<file path="src/rtl/awb_pkg.sv">
// Shared constants for the AWB gain path: unity gain, Bayer tag bit positions
// and the pixel saturation limit.
package awb_pkg;

  localparam int GAIN_UNITY = 64;

  localparam int BAYER_G0 = 0;
  localparam int BAYER_B  = 1;
  localparam int BAYER_R  = 2;
  localparam int BAYER_G1 = 3;

  localparam int PIX_MAX = 255;

endpackage

</file>
<file path="src/rtl/awb_pixel_mul.sv">
// Two-stage pixel multiplier: registered din*gain product, then round-half-up
// by the gain fraction and saturate to the pixel width.
module awb_pixel_mul #(
  parameter int DATA_W    = 8,
  parameter int GAIN_W    = 8,
  parameter int GAIN_FRAC = 6
) (
  input  logic              clk,
  input  logic              rst,
  input  logic [DATA_W-1:0] din,
  input  logic [GAIN_W-1:0] gain,
  input  logic              valid,
  input  logic [3:0]        tag,
  output logic [DATA_W-1:0] dout,
  output logic              dout_valid,
  output logic [3:0]        dout_tag
);

  localparam int PROD_W = DATA_W + GAIN_W;
  localparam int SUM_W  = PROD_W + 1;
  localparam logic [SUM_W-1:0] HALF = SUM_W'(1) << (GAIN_FRAC - 1);
  localparam logic [SUM_W-1:0] MAXV = {{(SUM_W-DATA_W){1'b0}}, {DATA_W{1'b1}}};

  logic [PROD_W-1:0] prod_q;
  logic              valid_q;
  logic [3:0]        tag_q;
  logic [SUM_W-1:0]  rounded;

  // One spare bit so adding the rounding half can never wrap.
  always_comb begin
    rounded = ({1'b0, prod_q} + HALF) >> GAIN_FRAC;
  end

  always_ff @(posedge clk or posedge rst) begin
    if (rst) begin
      prod_q     <= '0;
      valid_q    <= 1'b0;
      tag_q      <= '0;
      dout       <= '0;
      dout_valid <= 1'b0;
      dout_tag   <= '0;
    end else begin
      prod_q     <= PROD_W'(din) * PROD_W'(gain);
      valid_q    <= valid;
      tag_q      <= tag;
      dout       <= (rounded > MAXV) ? MAXV[DATA_W-1:0] : rounded[DATA_W-1:0];
      dout_valid <= valid_q;
      dout_tag   <= tag_q;
    end
  end

endmodule

</file>
<file path="src/rtl/awb_gain_apply.sv">
// Applies per-channel AWB gains to raw Bayer pixels; new gains are shadowed
// and only committed at frame_start so a frame never sees a gain change.
module awb_gain_apply
  import awb_pkg::*;
#(
  parameter int GAIN_W    = 8,
  parameter int GAIN_FRAC = 6,
  parameter int DATA_W    = 8
) (
  input  logic              clk,
  input  logic              rst,
  input  logic              clken,
  input  logic [DATA_W-1:0] din,
  input  logic [3:0]        bayer_state,
  input  logic              frame_start,
  input  logic [GAIN_W-1:0] r_gain_cal,
  input  logic [GAIN_W-1:0] g_gain_cal,
  input  logic [GAIN_W-1:0] b_gain_cal,
  input  logic              gain_ready,
  input  logic              bypass,
  output logic [DATA_W-1:0] dout,
  output logic              dout_valid,
  output logic [3:0]        dout_bayer_state,
  output logic              gain_pending,
  output logic              gain_applied
);

  localparam logic [GAIN_W-1:0] UNITY = GAIN_W'(1) << GAIN_FRAC;

  logic [GAIN_W-1:0] r_act, g_act, b_act;
  logic [GAIN_W-1:0] r_pend, g_pend, b_pend;
  logic [GAIN_W-1:0] sel_gain;
  logic [GAIN_W-1:0] s1_gain;
  logic [DATA_W-1:0] s1_din;
  logic              s1_valid;
  logic [3:0]        s1_tag;

  // A simultaneous gain_ready + frame_start bypasses the shadow and commits at once.
  always_ff @(posedge clk or posedge rst) begin
    if (rst) begin
      r_act        <= UNITY;
      g_act        <= UNITY;
      b_act        <= UNITY;
      r_pend       <= UNITY;
      g_pend       <= UNITY;
      b_pend       <= UNITY;
      gain_pending <= 1'b0;
      gain_applied <= 1'b0;
    end else if (gain_ready && frame_start) begin
      r_act        <= r_gain_cal;
      g_act        <= g_gain_cal;
      b_act        <= b_gain_cal;
      r_pend       <= r_gain_cal;
      g_pend       <= g_gain_cal;
      b_pend       <= b_gain_cal;
      gain_pending <= 1'b0;
      gain_applied <= 1'b1;
    end else begin
      gain_applied <= 1'b0;
      if (frame_start && gain_pending) begin
        r_act        <= r_pend;
        g_act        <= g_pend;
        b_act        <= b_pend;
        gain_pending <= 1'b0;
        gain_applied <= 1'b1;
      end
      if (gain_ready) begin
        r_pend       <= r_gain_cal;
        g_pend       <= g_gain_cal;
        b_pend       <= b_gain_cal;
        gain_pending <= 1'b1;
      end
    end
  end

  always_comb begin
    sel_gain = UNITY;
    if (!bypass) begin
      if (bayer_state[BAYER_R])
        sel_gain = r_act;
      else if (bayer_state[BAYER_B])
        sel_gain = b_act;
      else if (bayer_state[BAYER_G0] || bayer_state[BAYER_G1])
        sel_gain = g_act;
    end
  end

  always_ff @(posedge clk or posedge rst) begin
    if (rst) begin
      s1_din   <= '0;
      s1_valid <= 1'b0;
      s1_tag   <= '0;
      s1_gain  <= '0;
    end else begin
      s1_din   <= din;
      s1_valid <= clken;
      s1_tag   <= bayer_state;
      s1_gain  <= sel_gain;
    end
  end

  awb_pixel_mul #(
    .DATA_W    (DATA_W),
    .GAIN_W    (GAIN_W),
    .GAIN_FRAC (GAIN_FRAC)
  ) u_mul (
    .clk        (clk),
    .rst        (rst),
    .din        (s1_din),
    .gain       (s1_gain),
    .valid      (s1_valid),
    .tag        (s1_tag),
    .dout       (dout),
    .dout_valid (dout_valid),
    .dout_tag   (dout_bayer_state)
  );

endmodule

</file>
<file path="config.mk">
export PLATFORM = sky130hd
export DESIGN_NAME = awb_gain_apply
export DESIGN_NICKNAME = d
export VERILOG_FILES = /design/src/rtl/awb_pkg.sv /design/src/rtl/awb_pixel_mul.sv /design/src/rtl/awb_gain_apply.sv
export SDC_FILE = /design/constraint.sdc
export NUM_CORES = 1
export LEC_CHECK = 0
export BUFFER_PORTS_ARGS = -buffer_cell sky130_fd_sc_hd__buf_2
export CORE_MARGIN = 2
export CORE_UTILIZATION = 50
export DETAILED_ROUTE_END_ITERATION = 10
export GPL_ROUTABILITY_DRIVEN = 0
export GPL_TIMING_DRIVEN = 0
export PLACE_DENSITY_LB_ADDON = 0.3
export SETUP_SLACK_MARGIN = 0.5
export SLEW_MARGIN = 10
export SYNTH_ARGS = -nofsm -noshare
export SYNTH_HDL_FRONTEND = slang
export SYNTH_HIERARCHICAL = 1
export SYNTH_SLANG_ARGS = --single-unit
</file>
<file path="constraint.sdc">
create_clock -name clk -period 6.26 [get_ports clk]
set_input_delay 0.313 -clock clk [delete_from_list [all_inputs] [get_ports clk]]
set_output_delay 0.313 -clock clk [all_outputs]
set_load 0.02 [all_outputs]
</file>
# Word level (Yosys, flattened, before mapping)
# Cells that the tools add are included.
op_classes:
  addsub: 1
  multipliers: 1
  n_div: 0
  n_lt_le_gt_ge: 1
  n_eq_ne: 0
  n_shift: 0
  mux: 22
  n_bitwise: 0
  reduce_logical: 6
ops:
  columns: ["operator", "count"]
  rows:
  - ["$mux W8", 17]
  - ["$add A16 B6 Y17 const B", 1]
  - ["$mul A8 B8 Y16", 1]
  - ["$gt A11 B8 Y1 const B", 1]
  - ["$mux W1", 5]
  - ["$reduce_bool A2 Y1", 2]
  - ["$reduce_bool A3 Y1", 1]
  - ["$logic_and A1 B1 Y1", 2]
  - ["$logic_or A1 B1 Y1", 1]
word_totals:
  regBits: 105
  latch_bits: 0
  ram_bits: 0
  mem_bits_ro: 0
  memories: 0

# Logic depth before layout (Yosys ltp)
# Gate-level depths: netlist of run 1.
depth:
  word_depth: 5
  depth_mapped: 15
  mapped_depth_nobuf: 15

# Modules after synthesis
# The synthesis of run 1 kept the hierarchy.
by_module_without_submodules:
  columns: ["mod", "instances", "cells_per_inst", "area_each_um2", "seq_area_each_um2"]
  rows:
  - ["awb_pixel_mul", 1, 300, 3031.7, 725.7]
  - ["awb_gain_apply", 1, 159, 2696.3, 1784.2]

# Least setup slack after synthesis of run 1
# No wires, ideal clock.
synth_timing:
  path_kind: "register -> register"
  startpoint: "reg s1_gain[7]"
  endpoint: "reg u_mul.prod_q[12]"
  arrival_time_ps: 4073
  required_time_ps: 6180
  slack_ps: 2107
  stages_incl_launch_ff: 14
  n_path_buf: 0
  synth_period_minus_slack_ps: 4153
  path_cell_list: "dfrtp_1 -> and2_2 -> fa_1 -> fa_1 -> fa_1 -> inv_1 -> fa_1 -> inv_1 -> ha_1 -> a21o_1 -> a2111oi_4 -> o31ai_2 -> a21oi_2 -> xnor2_1"
synth_via:
  elab_chain_len: 1
synth_rtl:
  columns: ["element", "line_no", "text"]
  rows:
  - ["start, declared", "awb_gain_apply.sv:33", "logic [GAIN_W-1:0] s1_gain;"]
  - ["start signal, assigned", "awb_gain_apply.sv:98", "s1_gain <= sel_gain;"]
  - ["$mul A8 B8 Y16", "awb_pixel_mul.sv:43", "prod_q <= PROD_W'(din) * PROD_W'(gain);"]
  - ["end signal, assigned", "awb_pixel_mul.sv:43", null]
  - ["end, declared", "awb_pixel_mul.sv:24", "logic [PROD_W-1:0] prod_q;"]
# No other way between the ends.
# A chain may end at the register's enable or synchronous reset.

# Worst setup path after layout of run 1
# Ends and elaborated chain as after synthesis.

==> results of run 1 <==
## stage by stage
stage          hold slack (ns)  total power [mW]
2_1_floorplan           0.3312             1.456
5_1_grt                0.05743             2.380
6_report               0.06846             2.219
3_3_place_gp            0.3313             1.608
3_5_place_dp            0.1937             1.639
4_1_cts                0.05838             2.243
## placed cells by master (no fill, tap or decap), types with 9 or more instances in the layout
master / netlist / final
mux2_2: 28 / 28
ha_1: 34 / 34
a21oi_1: 9 / 9
nor2_1: 11 / 11
and2_1: 43 / 43
nor2b_1: 9 / 9
mux2_4: 19 / 19
buf_2: 1 / 55
inv_1: 49 / 48
nand2_1: 31 / 31
fa_1: 35 / 35
nor3_1: 10 / 10
dfrtp_1: 94 / 94
clkbuf_16: 0 / 9
xnor2_1: 9 / 9
## per-layer routing
layer	vias to the layer above	routed length [um]
met1	1733	4142
met4	0	163
met5	-	0
met3	16	297
met2	57	5264
li1	1658	-
## what timing repair did
action	in CTS	in global routing
hold buffers	1	0
buffers inserted	0	0
endpoints found under the hold margin	1	0
## cell usage after synthesis, types with 2 or more instances
cell       n
fa_1      35
nor3_2     2
nand4_1    2
and3_1     2
or2_1      2
a21oi_1    9
xor2_1     7
and2_1    43
and2_2     5
xnor2_1    9
buf_6      3
ha_1      34
a21o_1     2
mux2_2    28
and4_1     3
nor2_1    11
nor2b_1    9
nand2_1   31
nand3_1    2
dfstp_2    6
dfrtp_1   94
o21ai_0    5
buf_12     2
a221oi_1   8
nor3_1    10
inv_1     49
mux2_1     2
a221oi_2   2
mux2_4    19
## state kept, by name, indices dropped and copies added, names as in the netlist
| register | cells |
|---|---|
| g_act | 8 |
| u_mul/dout_tag | 4 |
| s1_tag | 4 |
| u_mul/valid_q | 1 |
| s1_gain | 8 |
| r_act | 8 |
| u_mul/dout | 8 |
| u_mul/dout_valid | 1 |
| u_mul/tag_q | 4 |
| s1_valid | 1 |
| r_pend | 8 |
| u_mul/prod_q | 11 |
| b_act | 8 |
| g_pend | 8 |
| gain_applied | 1 |
| b_pend | 8 |
| s1_din | 8 |
| gain_pending | 1 |
## cell type report
type                    instances  area, sq um
inverters                      49        186.4
well taps                     143        178.9
flip-flops and latches        100         2510
plain buffers                   9        93.84
clock inverters                 5        86.33
fillers                       936         4785
multi-input cells             301         2940
repair buffers                 56        307.8
clock buffers                  11        232.7
## cells by family after synthesis
group | count (synthesis) | synth area share, %
flops | 100 | 43.82
compound gates | 39 | 5.832
mux | 50 | 11.05
simple gates | 127 | 12.34
xor+xnor | 16 | 2.447
buf+inv | 58 | 4.849
fa+ha+maj | 69 | 19.66
## path summary, 6_finish.rpt
path / slack, ns / end / cells past startpoint / startpoint
min in group asynchronous: 0.39 / s1_valid$_DFF_PP0_ / 3 / rst
min reg2reg: 0.35 / u_mul/tag_q[3]$_DFF_PP0_ / 0 / s1_tag[3]$_DFF_PP0_
min: 0.07 / s1_din[1]$_DFF_PP0_ / 1 / din[1]
max in group asynchronous: 4.83 / u_mul/prod_q[12]$_DFF_PP0_ / 3 / rst
max reg2reg: 1.85 / u_mul/prod_q[12]$_DFF_PP0_ / 13 / s1_gain[7]$_DFF_PP0_
max: 1.85 / u_mul/prod_q[12]$_DFF_PP0_ / 13 / s1_gain[7]$_DFF_PP0_
## power by group
| group | internal (mW) | switching, mW | total (mW) |
|---|---|---|---|
| logic | 0.349 | 0.429 | 0.778 |
| registers | 0.774 | 0.0774 | 0.851 |
| clock network | 0.354 | 0.237 | 0.591 |
## worst reg2reg max path: cells and delay by family (launching register included)
| kind | cells | cell delay, ns |
|---|---|---|
| flip-flops | 1 | 0.46 |
| XOR/XNOR | 1 | 0.14 |
| adder cells (fa/ha/maj) | 5 | 2.44 |
| AND/OR/NAND/NOR | 1 | 0.24 |
| buffers and inverters | 2 | 0.09 |
| AO/OA/AOI/OAI | 4 | 0.95 |
==> impl_metrics.tcl, run 1 <==
set metrics [dict create \
    h-tree-depth 3 \
    yosysTopAreaCell "dfrtp_1" \
    max_slew_margin_pct 30.32 \
    grt_use_met2_pct 31.25 \
    layout_min_cycle_time_ns 4.409 \
    cp_top_family "adder cells" \
    clock_latency_ns 0.35 \
    hpwl_um 7554 \
    die_area_sq_mm 0.01233 \
    cpMaxStageDelayCell "fa_1" \
    grt_setup_unrepaired "false" \
    start_util_pct 50.60 \
    ys_warn_count 6 \
    start_kind "register" \
    maxSlewViolCount 0 \
    portBuffers 54 \
    crit_top_cell "fa_1" \
    crit_type "reg2reg" \
    synth_top_cell_area_share_pct 41.07 \
    end_kind "register" \
    clockRootBuffer "clkbuf_16" \
    dp_slack_ns 1.879 \
    synth_area_sq_mm 0.005728 \
    grt_use_met3_pct 3.554 \
    placed_area_sq_mm 0.006207 \
    worstPathMaxFanout 8 \
    num_antenna_cells 0 \
    final.setup.tns_ns 0 \
    ys.flop_type "dfrtp_1" \
    synth.distinct_cells 52 \
    cts_sinks 100 \
    finalCoreUtilization_pct 57.74 \
    core_sq_mm 0.01132 \
    setup_slack_ns 1.851 \
    ys_seq_elements 100 \
    fp.dieH_um 111.0 \
    drive_above_1_share_pct 27.87 \
    grt-busiest-layer "met2" \
    critPathBufInv 2 \
    initialDrtViolationCount 179 \
    cts-root-to-sink-buffers 2 \
    antenna_found_initial 0 \
    wl_per_cell_um 14.64 \
    ioPinCount 57 \
    status "finished clean" \
    setup_viol 0 \
    fin_nets 637 \
    via_per_inst 5.139 \
    syn_inst 459 \
    ir_worst_vdd_v 0.0002130 \
    synth-edff-count 0 \
    synth_fp_nets 570 \
    final_area_sq_mm 0.006536 \
    p_leak_nw 3.150 \
    use_met1_pct 20.25 \
    post-route-period-util_pct 70.44 \
    cts.clk_slew.worst_paths_ns 0.07 \
    synth.avg_cell_area_sq_um 12.48 \
    cts-buffers-inserted 9 \
    grt_pass1_vias 3660 \
    critical_path.max_stage_delay_ns 0.54 \
    hold_viol 0 \
    drc_errors 0 \
    grt_pass1_wl_um 17080 \
    pwr_density_cell_mw_per_mm2 339.6 \
    arrival_ns 4.66 \
    worstMarginPinSlew_ns 1.044 \
    fp.dieW_um 111.0 \
    min_path_type "in2reg" \
    fin_skew_ns 0.009701 \
    critPathRequiredTime_ns 6.51 \
    row_count 39 \
    placedCellCount 657 \
    wl_um 9868 \
    vias 3464 \
    antenna_left 0 \
    max_clock_freq_mhz 226.8 \
    path_cells "and2_2 -> fa_1 -> fa_1 -> fa_1 -> inv_1 -> fa_1 -> inv_1 -> ha_1 -> a21o_1 -> a2111oi_4 -> o31ai_2 -> a21oi_2 -> xnor2_1" \
    grt_max_degree 71 \
    cts_tree "yes" \
    async_reset_ff_share_pct 100.0 \
    firstDrtPassIters 4 \
    grtUsageTotal_pct 17.22 \
    grt.overflow.total 0 \
    area_growth_pct 14.11 \
    ys_seq_area_share_pct 43.82 \
    final_cells 674 \
    cts_resized 0 \
    cap_violations 0 \
    synth_area_leaders "dfrtp_1 (41%), fa_1 (12%), ha_1 (7.4%)" \
]
Power figures use the tool's default switching activity.
==> run 2, diff against run 1 <==
Settings changed: ABC_AREA set to 1.
Clock period 6.26 ns to 4.2 ns, I/O delays scaled along.
==> run 2 against run 1 <==
Compared with the run above:
- critical path depth increased by 4
- sequential share of layout area decreased by 4.9 points
- total power increased by 61%
- cell count increased by 44%
- largest cell class unchanged
==> impl_metrics.tcl, run 2 <==
set metrics [dict create \
    status "finished clean" \
    most-common-layout-cells "nand2_1 (227), inv_1 (126), dfrtp_1 (93), buf_2 (59), fa_1 (35)" \
    synth.avg_cell_area_sq_um 8.405 \
    min_path_type "in2reg" \
    antenna_found_initial 0 \
    die_area_sq_mm 0.01293 \
    final_cells 970 \
    hold_depth 2 \
    cts-buffers-inserted 9 \
    syn_inst 716 \
    clock_power_share_pct 24.6 \
    synth_commonest_cells "nand2_1 (242), inv_1 (138), dfrtp_1 (94)" \
    dp_slack_ns 0.1545 \
    finalCoreUtilization_pct 63.22 \
    rrSetupSlack_ns 0.42 \
    portBuffers 55 \
    ioPinCount 57 \
    wl_um 12180 \
    p_sw_share_pct 36.38 \
    core_sq_mm 0.01186 \
    vias 4702 \
    synth_fp_nets 827 \
    synth_most_common_cell "nand2_1" \
    fp.dieH_um 113.7 \
    grt_pass1_vias 4809 \
    via_per_inst 4.847 \
    fin_nets 929 \
    cts_sinks 100 \
    p_switching_mw 1.298 \
    cap_violations 0 \
    area_growth_pct 24.59 \
    max_clock_freq_mhz 264.3 \
    use_met1_pct 23.13 \
    worstMarginPinSlew_ns 1.046 \
    p_comb_share_pct 40.9 \
    clockRootBuffer "clkbuf_16" \
    cts_tree "yes" \
    antenna_left 0 \
    row_count 40 \
    cts-root-to-sink-buffers 2 \
    synth_area_sq_mm 0.006018 \
    n_fill_cell 974 \
    synth-edff-count 0 \
    end_kind "register" \
    layout_min_cycle_time_ns 3.783 \
    start_util_pct 50.74 \
    p_leak_nw 4.228 \
    h-tree-depth 3 \
    worstPathMaxFanout 4 \
    hold_viol 0 \
    grt_use_met3_pct 4.198 \
    grt-busiest-layer "met2" \
    ys.flop_type "dfrtp_1" \
    initialDrtViolationCount 195 \
    crit_end "u_mul/prod_q[14]$_DFF_PP0_" \
    grt_use_met2_pct 38.08 \
    cts.clk_slew.worst_paths_ns 0.07 \
    largest_reg_flops 11 \
    arrival_ns 4.02 \
    grt_pass1_wl_um 21250 \
    pwr_density_cell_mw_per_mm2 475.9 \
    fin_skew_ns 0.009646 \
    wl_per_cell_um 12.55 \
    synth_area_leaders "dfrtp_1 (39%), nand2_1 (15%), fa_1 (12%)" \
    regMostFlops "u_mul/prod_q" \
    ys_seq_area_share_pct 41.70 \
    ys_warn_count 6 \
    firstDrtPassIters 5 \
    num_antenna_cells 0 \
    p_int_mw 2.270 \
    placedCellCount 919 \
    final_common_cell "nand2_1" \
    maxSlewViolCount 0 \
    grt_max_degree 51 \
    seq_power_share_pct 34.4 \
    post-route-period-util_pct 90.08 \
    critPathRequiredTime_ns 4.43 \
    ys_seq_elements 100 \
    setup_viol 0 \
    clock_latency_ns 0.35 \
    drive_above_1_share_pct 23.45 \
    startpoint "s1_gain[2]$_DFF_PP0_" \
    synth.distinct_cells 29 \
    grt.overflow.total 0 \
    grtUsageTotal_pct 20.38 \
    crit_type "reg2reg" \
    drc_errors 0 \
    synth_top_cell_area_share_pct 39.09 \
    fp.dieW_um 113.7 \
    grt_setup_unrepaired "true" \
    setup_slack_ns 0.4168 \
    async_reset_ff_share_pct 100.0 \
    yosysTopAreaCell "dfrtp_1" \
    r2r-start "s1_gain[2]$_DFF_PP0_" \
    max_slew_margin_pct 30.17 \
    start_kind "register" \
    hpwl_um 9010 \
    timing.rr.end "u_mul/prod_q[14]$_DFF_PP0_" \
    r2r_cells 17 \
    ir_worst_vdd_v 0.0002877 \
    final.setup.tns_ns 0 \
]
run 2: cells by family (layout without fill, tap and decap cells):
kind of cell	Yosys count	after routing	share of synthesized area, %
xor+xnor	12	12	1.746
buf+inv	165	272	11.29
simple gates	313	313	21.73
compound gates	57	57	4.823
flops	100	100	41.70
fa+ha+maj	69	69	18.71
run 2: worst min-delay path by stage:
stage,startpoint,to,slack (ns)
after floorplan,din[0],s1_din[0]$_DFF_PP0_,0.24
after global placement,clken,s1_valid$_DFF_PP0_,0.32
after detailed placement,rst,s1_valid$_DFF_PP0_,0.20
after CTS,frame_start,gain_pending$_DFFE_PP0P_,0.06
after global routing,frame_start,gain_pending$_DFFE_PP0P_,0.06
final,frame_start,gain_pending$_DFFE_PP0P_,0.07
run 2: layout make-up:
cell class	instances	area [sq um]	share of cell area, %
buffer	24	266.5	3.554
clock buffer	10	229.0	3.054
clock inverter	6	87.58	1.168
inverter	141	536.8	7.158
multi-input combinational	451	3075	41.01
sequential	100	2511	33.49
tap	147	183.9	2.453
timing repair buffer	91	608.1	8.109
run 2: stage by stage:
step           power, mW  area, sq um  hold WS (ns)
2_1_floorplan      2.084         6093        0.2414
6_report           3.568         7498       0.07228
5_1_grt            3.813         7498       0.06473
4_1_cts            3.450         7335       0.06235
3_5_place_dp       2.365         6583        0.2012
3_3_place_gp       2.326         6553        0.3192
run 2: routing by layer:
layer	vias up	wire, um
li1	2350	-
met1	2232	4862
met2	91	6636
met3	29	411
met4	0	265
met5	-	0
run 2: critical path, cell delays in order (launching register included):
cell,delay [ns]
dfrtp_1,0.38
clkbuf_8,0.15
nand2_2,0.05
inv_2,0.04
fa_1,0.50
fa_1,0.50
fa_1,0.51
inv_2,0.04
fa_1,0.51
inv_2,0.05
ha_4,0.26
nand2_2,0.07
nand2_2,0.06
o21bai_4,0.17
a21oi_2,0.20
nand2_1,0.08
nand2_1,0.06
nand2_1,0.05
run 2: repair_timing:
item                                    in CTS  in global routing
pin swaps                                   29                 27
gates resized for setup                     56                 36
endpoints found under the setup margin       8                  9
endpoints found under the hold margin       30                  0
setup buffers                               11                 10
hold buffers                                14                  0
run 2: power by group through the flow:
| stage | Clock (mW) | Combinational, mW | Sequential [mW] |
|---|---|---|---|
| 2_1_floorplan | 0 | 0.803 | 1.28 |
| 3_3_place_gp | 0 | 1.09 | 1.24 |
| 3_5_place_dp | 0 | 1.12 | 1.25 |
| 4_1_cts | 0.889 | 1.33 | 1.23 |
| 5_1_grt | 0.932 | 1.63 | 1.25 |
| 6_report | 0.878 | 1.46 | 1.23 |
==> run 3, diff against run 2 <==
Settings changed: CORE_UTILIZATION 50 to 45.
==> run 3 against run 2 <==
Compared with the run above:
- combinational power about the same
- worst setup slack worse by 0.016 ns
- sequential share of layout area up 0.15 points
- clock power down 12%
- sequential power about the same
- flip-flop and latch count unchanged
- maximum frequency down 0.43%
- clock-buffer cell count up 1
- critical path type unchanged
- highest routed layer unchanged
==> impl_metrics.tcl, run 3 (same netlist as run 2, synthesis figures left out) <==
set metrics [dict create \
    status "finished clean" \
    cts-root-to-sink-buffers 2 \
    cpMaxStageDelayCell "fa_1" \
    cts_tree "yes" \
    clock_latency_ns 0.35 \
    post-route-period-util_pct 90.47 \
    num_antenna_cells 0 \
    firstDrtPassIters 4 \
    cap_violations 0 \
    r2r-start "s1_din[5]$_DFF_PP0_" \
    min_path_type "in2reg" \
    wl_per_cell_um 11.72 \
    end_kind "register" \
    hold_viol 0 \
    h-tree-depth 3 \
    ir_worst_vdd_v 0.0002576 \
    cts-buffers-inserted 9 \
    final_common_cell "nand2_1" \
    rrSetupSlack_ns 0.40 \
    pwr_density_cell_mw_per_mm2 461.5 \
    fin_nets 928 \
    regMostFlops "u_mul/prod_q" \
    layout_min_cycle_time_ns 3.800 \
    maxSlewViolCount 0 \
    drive_above_1_share_pct 23.36 \
    largest_reg_flops 11 \
    area_growth_pct 24.12 \
    path_cells "buf_8 -> nand2_2 -> inv_2 -> fa_1 -> inv_2 -> fa_1 -> fa_1 -> fa_1 -> inv_2 -> ha_4 -> a21oi_4 -> o21bai_4 -> a21oi_2 -> nand2_1 -> nand2_1 -> nand2_2" \
    fp.dieH_um 119.6 \
    crit_top_cell "fa_1" \
    final.setup.tns_ns 0 \
    setup_viol 0 \
    initialDrtViolationCount 197 \
    portBuffers 55 \
    grt.overflow.total 0 \
    timing.rr.end "u_mul/prod_q[14]$_DFF_PP0_" \
    clockRootBuffer "clkbuf_16" \
    antenna_left 0 \
    fin_skew_ns 0.009578 \
    grt_pass1_wl_um 20070 \
    arrival_ns 4.04 \
    drc_errors 0 \
    max_slew_margin_pct 30.75 \
    most-common-layout-cells "nand2_1 (226), inv_1 (126), dfrtp_1 (92), buf_2 (59), fa_1 (35)" \
    cts.clk_slew.worst_paths_ns 0.07 \
    min_from "frame_start" \
    worstMarginPinSlew_ns 1.038 \
    via_per_inst 4.526 \
    grt_max_degree 39 \
    r2r_cells 16 \
    p_leak_nw 4.195 \
    vias 4517 \
    core_sq_mm 0.01314 \
    hold_depth 2 \
    critical_path.max_stage_delay_ns 0.54 \
    cts_sinks 100 \
    hpwl_um 8862 \
    antenna_found_initial 0 \
    critPathRequiredTime_ns 4.44 \
    grtUsageTotal_pct 17.49 \
    hold_end "gain_pending$_DFFE_PP0P_" \
    grt_setup_unrepaired "true" \
    start_kind "register" \
    fp.dieW_um 119.6 \
    grt_pass1_vias 4511 \
    max_clock_freq_mhz 263.2 \
    ioPinCount 57 \
    wl_um 11700 \
    placed_area_sq_mm 0.006611 \
    row_count 42 \
    die_area_sq_mm 0.01431 \
    final_area_sq_mm 0.007470 \
    start_util_pct 45.81 \
    n_fill_cell 1197 \
    worstPathMaxFanout 6 \
    crit_type "reg2reg" \
]
## run 3: cell count changes in the layout (fill, tap and decap cells not counted), sizes merged
| cell | delta |
|---|---|
| bufinv | -2 |
| clkbuf | +2 |
| clkinv | -1 |
| buf | -2 |
| clkinvlp | +1 |
| inv | +1 |
## run 3: cell type report
cell class	instances	area (sq um)	share of cell area (%)
plain buffers	24	266.5	3.568
clock buffers	11	242.7	3.250
clock inverters	5	35.03	0.4690
inverters	141	536.8	7.186
multi-input cells	451	3063	41.01
flip-flops and latches	100	2512	33.63
well taps	176	220.2	2.948
repair buffers	90	593.1	7.940
## run 3: how the worst max path moves through the flow
| stage | from | end | slack, ns | cells past startpoint |
|---|---|---|---|---|
| 2_1_floorplan | s1_gain[7]$_DFF_PP0_ | u_mul/prod_q[15]$_DFF_PP0_ | 0.50 | 16 |
| 3_3_place_gp | s1_din[4]$_DFF_PP0_ | u_mul/prod_q[15]$_DFF_PP0_ | 0.15 | 16 |
| 3_5_place_dp | s1_din[4]$_DFF_PP0_ | u_mul/prod_q[15]$_DFF_PP0_ | 0.12 | 16 |
| 4_1_cts | s1_din[4]$_DFF_PP0_ | u_mul/prod_q[14]$_DFF_PP0_ | 0.41 | 17 |
| 5_1_grt | s1_gain[5]$_DFF_PP0_ | u_mul/prod_q[14]$_DFF_PP0_ | 0.26 | 15 |
| 6_report | s1_din[5]$_DFF_PP0_ | u_mul/prod_q[14]$_DFF_PP0_ | 0.40 | 16 |
## run 3: report_power, final
part / internal, mW / switching, mW / leakage [nW]
Sequential: 1.14 / 0.0912 / 1.20
Combinational: 0.614 / 0.834 / 2.86
Clock: 0.420 / 0.352 / 0.136
Total: 2.17 / 1.28 / 4.20
## run 3: layer usage
metal / share of wire (%) / vias to the layer above / track usage [%]
met5: 0 / - / 0
met4: 1.2 / 0 / 4.044
met3: 3.2 / 14 / 3.565
met2: 53 / 65 / 33.07
met1: 43 / 2099 / 20.23
li1: - / 2339 / -
## run 3: repair_timing
action,in CTS,in global routing
gates resized for setup,48,45
cloned,0,0
setup endpoints to repair,9,9
hold buffers,14,0
pin swaps,30,32
setup buffers,16,4
hold endpoints to repair,41,0
## run 3: stage by stage
stage | utilization (%) | cells | setup WS [ns] | hold WS (ns) | total power [mW]
after CTS | 55.75 | 994 | 0.4125 | 0.05844 | 3.343
after global routing | 56.86 | 998 | 0.2592 | 0.08459 | 3.708
after detailed placement | 50.32 | 948 | 0.1219 | 0.2621 | 2.365
after floorplan | - | 716 | 0.5037 | 0.2414 | 2.084
final | 56.86 | 998 | 0.4004 | 0.07050 | 3.447
after global placement | 50.15 | 947 | 0.1473 | 0.3190 | 2.339
## run 3: worst max-delay path: cells and delay by family, from the launching register on
kind	cells	cell delay [ns]
buf+inv	4	0.27
simple gates	4	0.26
flops	1	0.38
compound gates	3	0.45
fa+ha+maj	5	2.35
